===== src/rtl/arbq_pkg.sv =====
// Package: arbq_pkg
//
// Shared types and constants for the arbiter request queue.
//   client_t   - 1-bit client index
//   CLIENT0/1  - client index constants
//   STALE_MAX  - saturation value of the optional stale-grant counter
//   ptr_w()    - FIFO pointer width (address bits plus one wrap bit)
package arbq_pkg;

  typedef logic client_t;

  localparam client_t    CLIENT0   = 1'b0;
  localparam client_t    CLIENT1   = 1'b1;
  localparam logic [7:0] STALE_MAX = 8'hFF;

  // The extra MSB distinguishes full from empty when the low bits match.
  function automatic int ptr_w(input int depth);
    return $clog2(depth) + 1;
  endfunction

endpackage


===== src/rtl/arbq_fifo.sv =====
// Module: arbq_fifo
//
// Single-client FIFO with a combinational head read.
// A push while full is ignored. A pop while empty is ignored.
// A push and a pop in the same cycle both take effect.
//
// Ports:
//   clk          clock
//   reset        asynchronous active-low reset (clears the pointers)
//   push_i       write strobe
//   push_data_i  payload to write
//   pop_i        remove the head entry
//   full_o       no free entries
//   empty_o      no stored entries
//   head_o       payload at the head of the queue
module arbq_fifo
  import arbq_pkg::*;
#(
  parameter int DATA_W = 8,
  parameter int DEPTH  = 4
) (
  input  logic              clk,
  input  logic              reset,
  input  logic              push_i,
  input  logic [DATA_W-1:0] push_data_i,
  input  logic              pop_i,
  output logic              full_o,
  output logic              empty_o,
  output logic [DATA_W-1:0] head_o
);

  localparam int PW = ptr_w(DEPTH);
  localparam int AW = PW - 1;
  localparam logic [PW-1:0] PTR_ONE = {{(PW-1){1'b0}}, 1'b1};

  logic [DATA_W-1:0] mem_q [DEPTH];
  logic [PW-1:0]     wr_ptr_q, wr_ptr_d;
  logic [PW-1:0]     rd_ptr_q, rd_ptr_d;
  logic              do_push, do_pop;

  assign full_o  = (wr_ptr_q[PW-1] != rd_ptr_q[PW-1]) &&
                   (wr_ptr_q[AW-1:0] == rd_ptr_q[AW-1:0]);
  assign empty_o = (wr_ptr_q == rd_ptr_q);

  assign do_push = push_i && !full_o;
  assign do_pop  = pop_i && !empty_o;

  assign head_o  = mem_q[rd_ptr_q[AW-1:0]];

  always_comb begin
    wr_ptr_d = wr_ptr_q;
    rd_ptr_d = rd_ptr_q;
    if (do_push) wr_ptr_d = wr_ptr_q + PTR_ONE;
    if (do_pop)  rd_ptr_d = rd_ptr_q + PTR_ONE;
  end

  always_ff @(posedge clk or negedge reset) begin
    if (!reset) begin
      wr_ptr_q <= '0;
      rd_ptr_q <= '0;
    end else begin
      wr_ptr_q <= wr_ptr_d;
      rd_ptr_q <= rd_ptr_d;
    end
  end

  // Storage is not reset: the pointers alone define which entries are valid.
  always_ff @(posedge clk) begin
    if (do_push) mem_q[wr_ptr_q[AW-1:0]] <= push_data_i;
  end

endmodule


===== src/rtl/arb_request_queue.sv =====
// Module: arb_request_queue
//
// This module feeds a 2-client arbiter. Each client has its own FIFO.
// The request output is driven from FIFO occupancy. The grant input is consumed
// so that at most one granted head is popped per cycle. The popped head goes to
// a registered output. When both clients are eligible, the module alternates
// between them.
//
// Optional feature: define ARBQ_STALE_CNT_EN to add the stale_cnt output.
// stale_cnt is a saturating count of grant bits that arrive for an empty FIFO.
//
// Ports:
//   clk         clock
//   reset       asynchronous active-low reset
//   in_valid    per-client push strobe
//   in_data0/1  client payloads
//   in_ready    per-client push accepted (FIFO not full)
//   request     to arbiter, FIFO not empty
//   grant       from arbiter
//   out_valid   one-cycle pulse per popped entry
//   out_client  client index of popped entry
//   out_data    popped payload
//   stale_cnt   (ARBQ_STALE_CNT_EN only) stale-grant counter
module arb_request_queue
  import arbq_pkg::*;
#(
  parameter int DATA_W = 8,
  parameter int DEPTH  = 4
) (
  input  logic              clk,
  input  logic              reset,
  input  logic [1:0]        in_valid,
  input  logic [DATA_W-1:0] in_data0,
  input  logic [DATA_W-1:0] in_data1,
  output logic [1:0]        in_ready,
  output logic [1:0]        request,
  input  logic [1:0]        grant,
  output logic              out_valid,
  output logic              out_client,
`ifdef ARBQ_STALE_CNT_EN
  output logic [7:0]        stale_cnt,
`endif
  output logic [DATA_W-1:0] out_data
);

  logic [DATA_W-1:0] in_data_arr [2];
  logic [DATA_W-1:0] head_arr    [2];
  logic [1:0]        full, empty, pop, elig;
  logic              pop_en;
  client_t           sel;

  client_t           last_served_q;
  logic              out_valid_q;
  client_t           out_client_q;
  logic [DATA_W-1:0] out_data_q;

  assign in_data_arr[0] = in_data0;
  assign in_data_arr[1] = in_data1;

  genvar gi;
  generate
    for (gi = 0; gi < 2; gi++) begin : g_fifo
      arbq_fifo #(.DATA_W(DATA_W), .DEPTH(DEPTH)) u_fifo (
        .clk         (clk),
        .reset       (reset),
        .push_i      (in_valid[gi]),
        .push_data_i (in_data_arr[gi]),
        .pop_i       (pop[gi]),
        .full_o      (full[gi]),
        .empty_o     (empty[gi]),
        .head_o      (head_arr[gi])
      );
    end
  endgenerate

  assign in_ready = ~full;
  assign request  = ~empty;

  // A grant that arrives for an empty FIFO is left over from the previous
  // request. Masking grant with ~empty keeps such a grant from producing a pop.
  always_comb begin
    elig   = grant & ~empty;
    pop_en = |elig;
    unique case (elig)
      2'b01:   sel = CLIENT0;
      2'b10:   sel = CLIENT1;
      2'b11:   sel = ~last_served_q;
      default: sel = CLIENT0;
    endcase
    pop[0] = pop_en && (sel == CLIENT0);
    pop[1] = pop_en && (sel == CLIENT1);
  end

  // last_served resets to 1, so client 0 wins the first tie.
  always_ff @(posedge clk or negedge reset) begin
    if (!reset) begin
      last_served_q <= CLIENT1;
      out_valid_q   <= 1'b0;
      out_client_q  <= CLIENT0;
      out_data_q    <= '0;
    end else begin
      out_valid_q <= pop_en;
      if (pop_en) begin
        last_served_q <= sel;
        out_client_q  <= sel;
        out_data_q    <= head_arr[sel];
      end
    end
  end

  assign out_valid  = out_valid_q;
  assign out_client = out_client_q;
  assign out_data   = out_data_q;

`ifdef ARBQ_STALE_CNT_EN
  logic [1:0] stale_bits;
  logic [8:0] stale_sum;
  logic [7:0] stale_cnt_q, stale_cnt_d;

  always_comb begin
    stale_bits  = grant & empty;
    stale_sum   = {1'b0, stale_cnt_q} + {8'd0, stale_bits[0]} + {8'd0, stale_bits[1]};
    stale_cnt_d = stale_sum[8] ? STALE_MAX : stale_sum[7:0];
  end

  always_ff @(posedge clk or negedge reset) begin
    if (!reset) stale_cnt_q <= '0;
    else        stale_cnt_q <= stale_cnt_d;
  end

  assign stale_cnt = stale_cnt_q;
`endif

endmodule


===== config.mk =====
export PLATFORM = sky130hd
export DESIGN_NAME = arb_request_queue
export DESIGN_NICKNAME = d
export VERILOG_FILES = /design/src/rtl/arbq_pkg.sv /design/src/rtl/arbq_fifo.sv /design/src/rtl/arb_request_queue.sv
export SDC_FILE = /design/constraint.sdc
export NUM_CORES = 1
export LEC_CHECK = 0
export ABC_AREA = 1
export CORE_UTILIZATION = 33
export DETAILED_ROUTE_END_ITERATION = 16
export PLACE_DENSITY_LB_ADDON = 0.1
export RECOVER_POWER = 25
export SLEW_MARGIN = 20
export SYNTH_ARGS = -nofsm -noshare
export SYNTH_HDL_FRONTEND = slang
export SYNTH_SLANG_ARGS = --single-unit

===== constraint.sdc =====
create_clock -name clk -period 2.1 [get_ports clk]
set_input_delay 0.42 -clock clk [delete_from_list [all_inputs] [get_ports clk]]
set_output_delay 0.42 -clock clk [all_outputs]
set_load 0.1 [all_outputs]

==> impl_metrics.py <==
metrics = {
    "placement": {
        "io_buffers": 35,
        "placed_area_mm2": 0.004328,
        "dp_slack_ns": 0.4081,
        "dp_hpwl_um": 5327,
        "dp_cells": 491,
        "gp_congestion": 0.7348,
    },
    "timing": {
        "finClkSkew_ns": 0.006854,
        "rsz0062_at_grt": "no",
        "max_slew.worst_pin.slew_ns": 1.402,
        "slew_headroom_pct": 6.517,
        "hold_violations": 0,
        "clock.fmax_mhz": 510.0,
        "min_period_over_period_pct": 93.38,
        "tns_ns": 0,
        "layout_setup_ws_ns": 0.1391,
        "setup_violations": 0,
        "drv_slew": 0,
        "fin_crit_ns": 1.961,
    },
    "global_routing": {
        "antenna_found_initial": 0,
        "grt_max_degree": 24,
        "grt_use_total_pct": 14.23,
        "grt-ovfl-total": 0,
        "grt_pass1_vias": 2399,
        "grt_pass1_wl_um": 12250,
    },
    "clock_network": {
        "cts_setup_buffers": 0,
        "cts_buffers": 9,
        "cts_htree_levels": 3,
        "hold_buffers": 0,
        "clk_pin_slew_ns": 0.06,
        "clk_latency_ns": 0.34,
        "cts.sinks": 87,
        "ctsLongestPathBuffers": 2,
        "cts_resized": 0,
        "cts-root-buf": "clkbuf_16",
        "cts_tree": "yes",
    },
    "layout": {
        "fin_cells": 507,
        "diodes": 0,
        "design_area_mm2": 0.004603,
        "drive_gt1_share_pct": 18.26,
        "syn_to_final_growth_pct": 22.63,
        "nets": 394,
    },
    "yosys": {
        "ys_async_sr_fraction_pct": 26.44,
        "synth_edf_count": 64,
        "synth.area.mux_share_pct": 0,
        "ys_types": 27,
        "synthAdderAreaFrac_pct": 3.333,
        "synth_top_area_cell": "edfxtp_1",
        "synth-compound-area-share_pct": 8.033,
        "syn_area_per_cell_um2": 12.07,
        "yosys-top-cells-count": "edfxtp_1 (64), nor2_1 (42), nand2_1 (35), o21ai_0 (35), nand3_1 (26)",
        "yosysTopAreaCellShare_pct": 51.20,
        "yosys.area_share.simple_pct": 16.07,
        "syn-num-nets": 343,
        "synth_area_mm2": 0.003754,
        "ys_ff_latch": 87,
        "yosys_warnings": 0,
        "synth_ff_type": "edfxtp_1",
        "yosysMostFrequentCell": "edfxtp_1",
        "yosysSeqAreaShare_pct": 66.57,
        "synth.area.top_cells": "edfxtp_1 (51%), dfrtp_1 (15%), o21ai_0 (4.7%)",
        "synthXorXnorAreaFrac_pct": 1.167,
        "syn_inst": 311,
        "synth_top_family_by_area": "simple AND/OR/NAND/NOR gates",
    },
    "worst_setup_path": {
        "worstSetupPathType": "register to output port",
        "r2r-start": "g_fifo[0].u_fifo.rd_ptr_q[0]",
        "rr_worst_depth": 7,
        "path_max_fanout": 18,
        "r2r_slack_ns": 0.42,
        "worstPathRequired_ns": 1.68,
        "crit_arrival_ns": 1.54,
        "worstSetupEndpointType": "output port",
        "reg2reg_to": "g_fifo[0].u_fifo.mem_q[3][7]",
        "startpoint_type": "register",
    },
    "power_and_ir_drop": {
        "ir_drop_mv": 0.8749,
        "leakage_nw": 1.793,
        "p_per_area_mw_per_mm2": 1651,
        "total_power_mw": 7.602,
    },
    "min_path": {
        "hp-start": "out_client",
        "holdPathStages": 2,
        "min_to": "out_client",
        "hold_path_class": "register to register",
    },
    "floorplan": {
        "row_count": 38,
        "core_mm2": 0.01098,
        "die_w_um": 108.7,
        "dieHeight_um": 108.7,
        "io-pin-count": 36,
        "die_area_mm2": 0.01180,
        "initial_core_util_pct": 34.18,
    },
    "outcome": {
        "status": "completed",
    },
    "run": {
        "cap_violations": 0,
    },
    "detailed_routing": {
        "vias": 2413,
        "drt_iter0_drc": 91,
        "wl_per_cell_um": 14.94,
        "dr.pass1.iters": 4,
        "vias_per_cell": 4.759,
        "ant_nets": 0,
        "wl_um": 7574,
        "drc_errors": 0,
    },
}
## where the power goes
group          leakage, nW  total [mW]  internal [mW]  switching, mW
sequential           0.859        2.64           2.37          0.271
clock                0.131        1.49          0.818          0.671
combinational        0.803        3.47           1.04           2.44
## layout make-up
| type | instances | area [um^2] |
|---|---|---|
| repair buffers | 49 | 466.7 |
| well taps | 140 | 175.2 |
| flip-flops and latches | 87 | 2499 |
| inverters | 24 | 110.1 |
| multi-input cells | 191 | 1074 |
| fillers | 1057 | 6380 |
| clock buffers | 10 | 229.0 |
| clock inverters | 6 | 50.05 |
## worst max-delay path, cell delays in order, from the launching register on
cell     delay (ns)
dfrtp_1        0.44
inv_4          0.19
nand2_2        0.07
nand2_2        0.09
nand4_1        0.18
buf_12         0.23
## cell usage in the layout (no fill, tap or decap), drive strengths merged
master / count
o22ai: 16
clkbuf: 11
xnor2: 1
dfrtp: 22
ha: 10
nand2: 47
o21ai: 36
nand3: 30
nor2: 42
xor2: 4
nand4: 2
dfstp: 1
o21a: 1
edfxtp: 64
a21oi: 2
dlygate4sd3: 8
clkdlybuf4s50: 13
buf: 27
clkinvlp: 2
inv: 28
## sequential cells by signal (all words and copies together), names as in the netlist
| signal | flops |
|---|---|
| g_fifo.u_fifo.rd_ptr_q | 6 |
| g_fifo.u_fifo.mem_q | 64 |
| g_fifo.u_fifo.wr_ptr_q | 6 |
| out_data | 8 |
| out_client | 1 |
| out_valid | 1 |
| last_served_q | 1 |
## routing by layer
layer	vias up	track usage (%)	wire, um
li1	1192	-	-
met1	1166	19.33	3720
met4	0	7.432	182
met2	42	21.79	3470
met5	-	0	0
met3	13	2.510	200
## logic make-up (layout without fill, tap and decap cells)
group,after synthesis,count (layout)
AO/OA/AOI/OAI,55,55
XOR/XNOR,5,5
adder cells (fa/ha/maj),10,10
buffers and inverters,33,89
flip-flops,87,87
AND/OR/NAND/NOR,121,121
## stage by stage
step	hold slack (ns)	utilization (%)
after CTS	0.4625	41.95
final	0.4859	41.91
after global placement	0.4788	39.41
after detailed placement	0.4755	39.41
after global routing	0.5285	41.91
after floorplan	0.1244	-
## how the worst max path moves through the flow
stage                            startpoint                           end  slack, ns  cells after the start
3_3_place_gp                       grant[0]  g_fifo[0].u_fifo.rd_ptr_q[1]       0.43                      6
5_1_grt                               reset  g_fifo[1].u_fifo.rd_ptr_q[2]       0.04                      2
2_1_floorplan  g_fifo[1].u_fifo.rd_ptr_q[1]  g_fifo[1].u_fifo.mem_q[3][0]      -0.49                      7
6_report       g_fifo[0].u_fifo.rd_ptr_q[0]                   in_ready[0]       0.14                      5
4_1_cts        g_fifo[0].u_fifo.rd_ptr_q[0]                   in_ready[0]       0.10                      5
3_5_place_dp   g_fifo[0].u_fifo.rd_ptr_q[0]  g_fifo[0].u_fifo.mem_q[3][6]       0.41                      7
No activity file was read; power rests on OpenSTA's default activity.
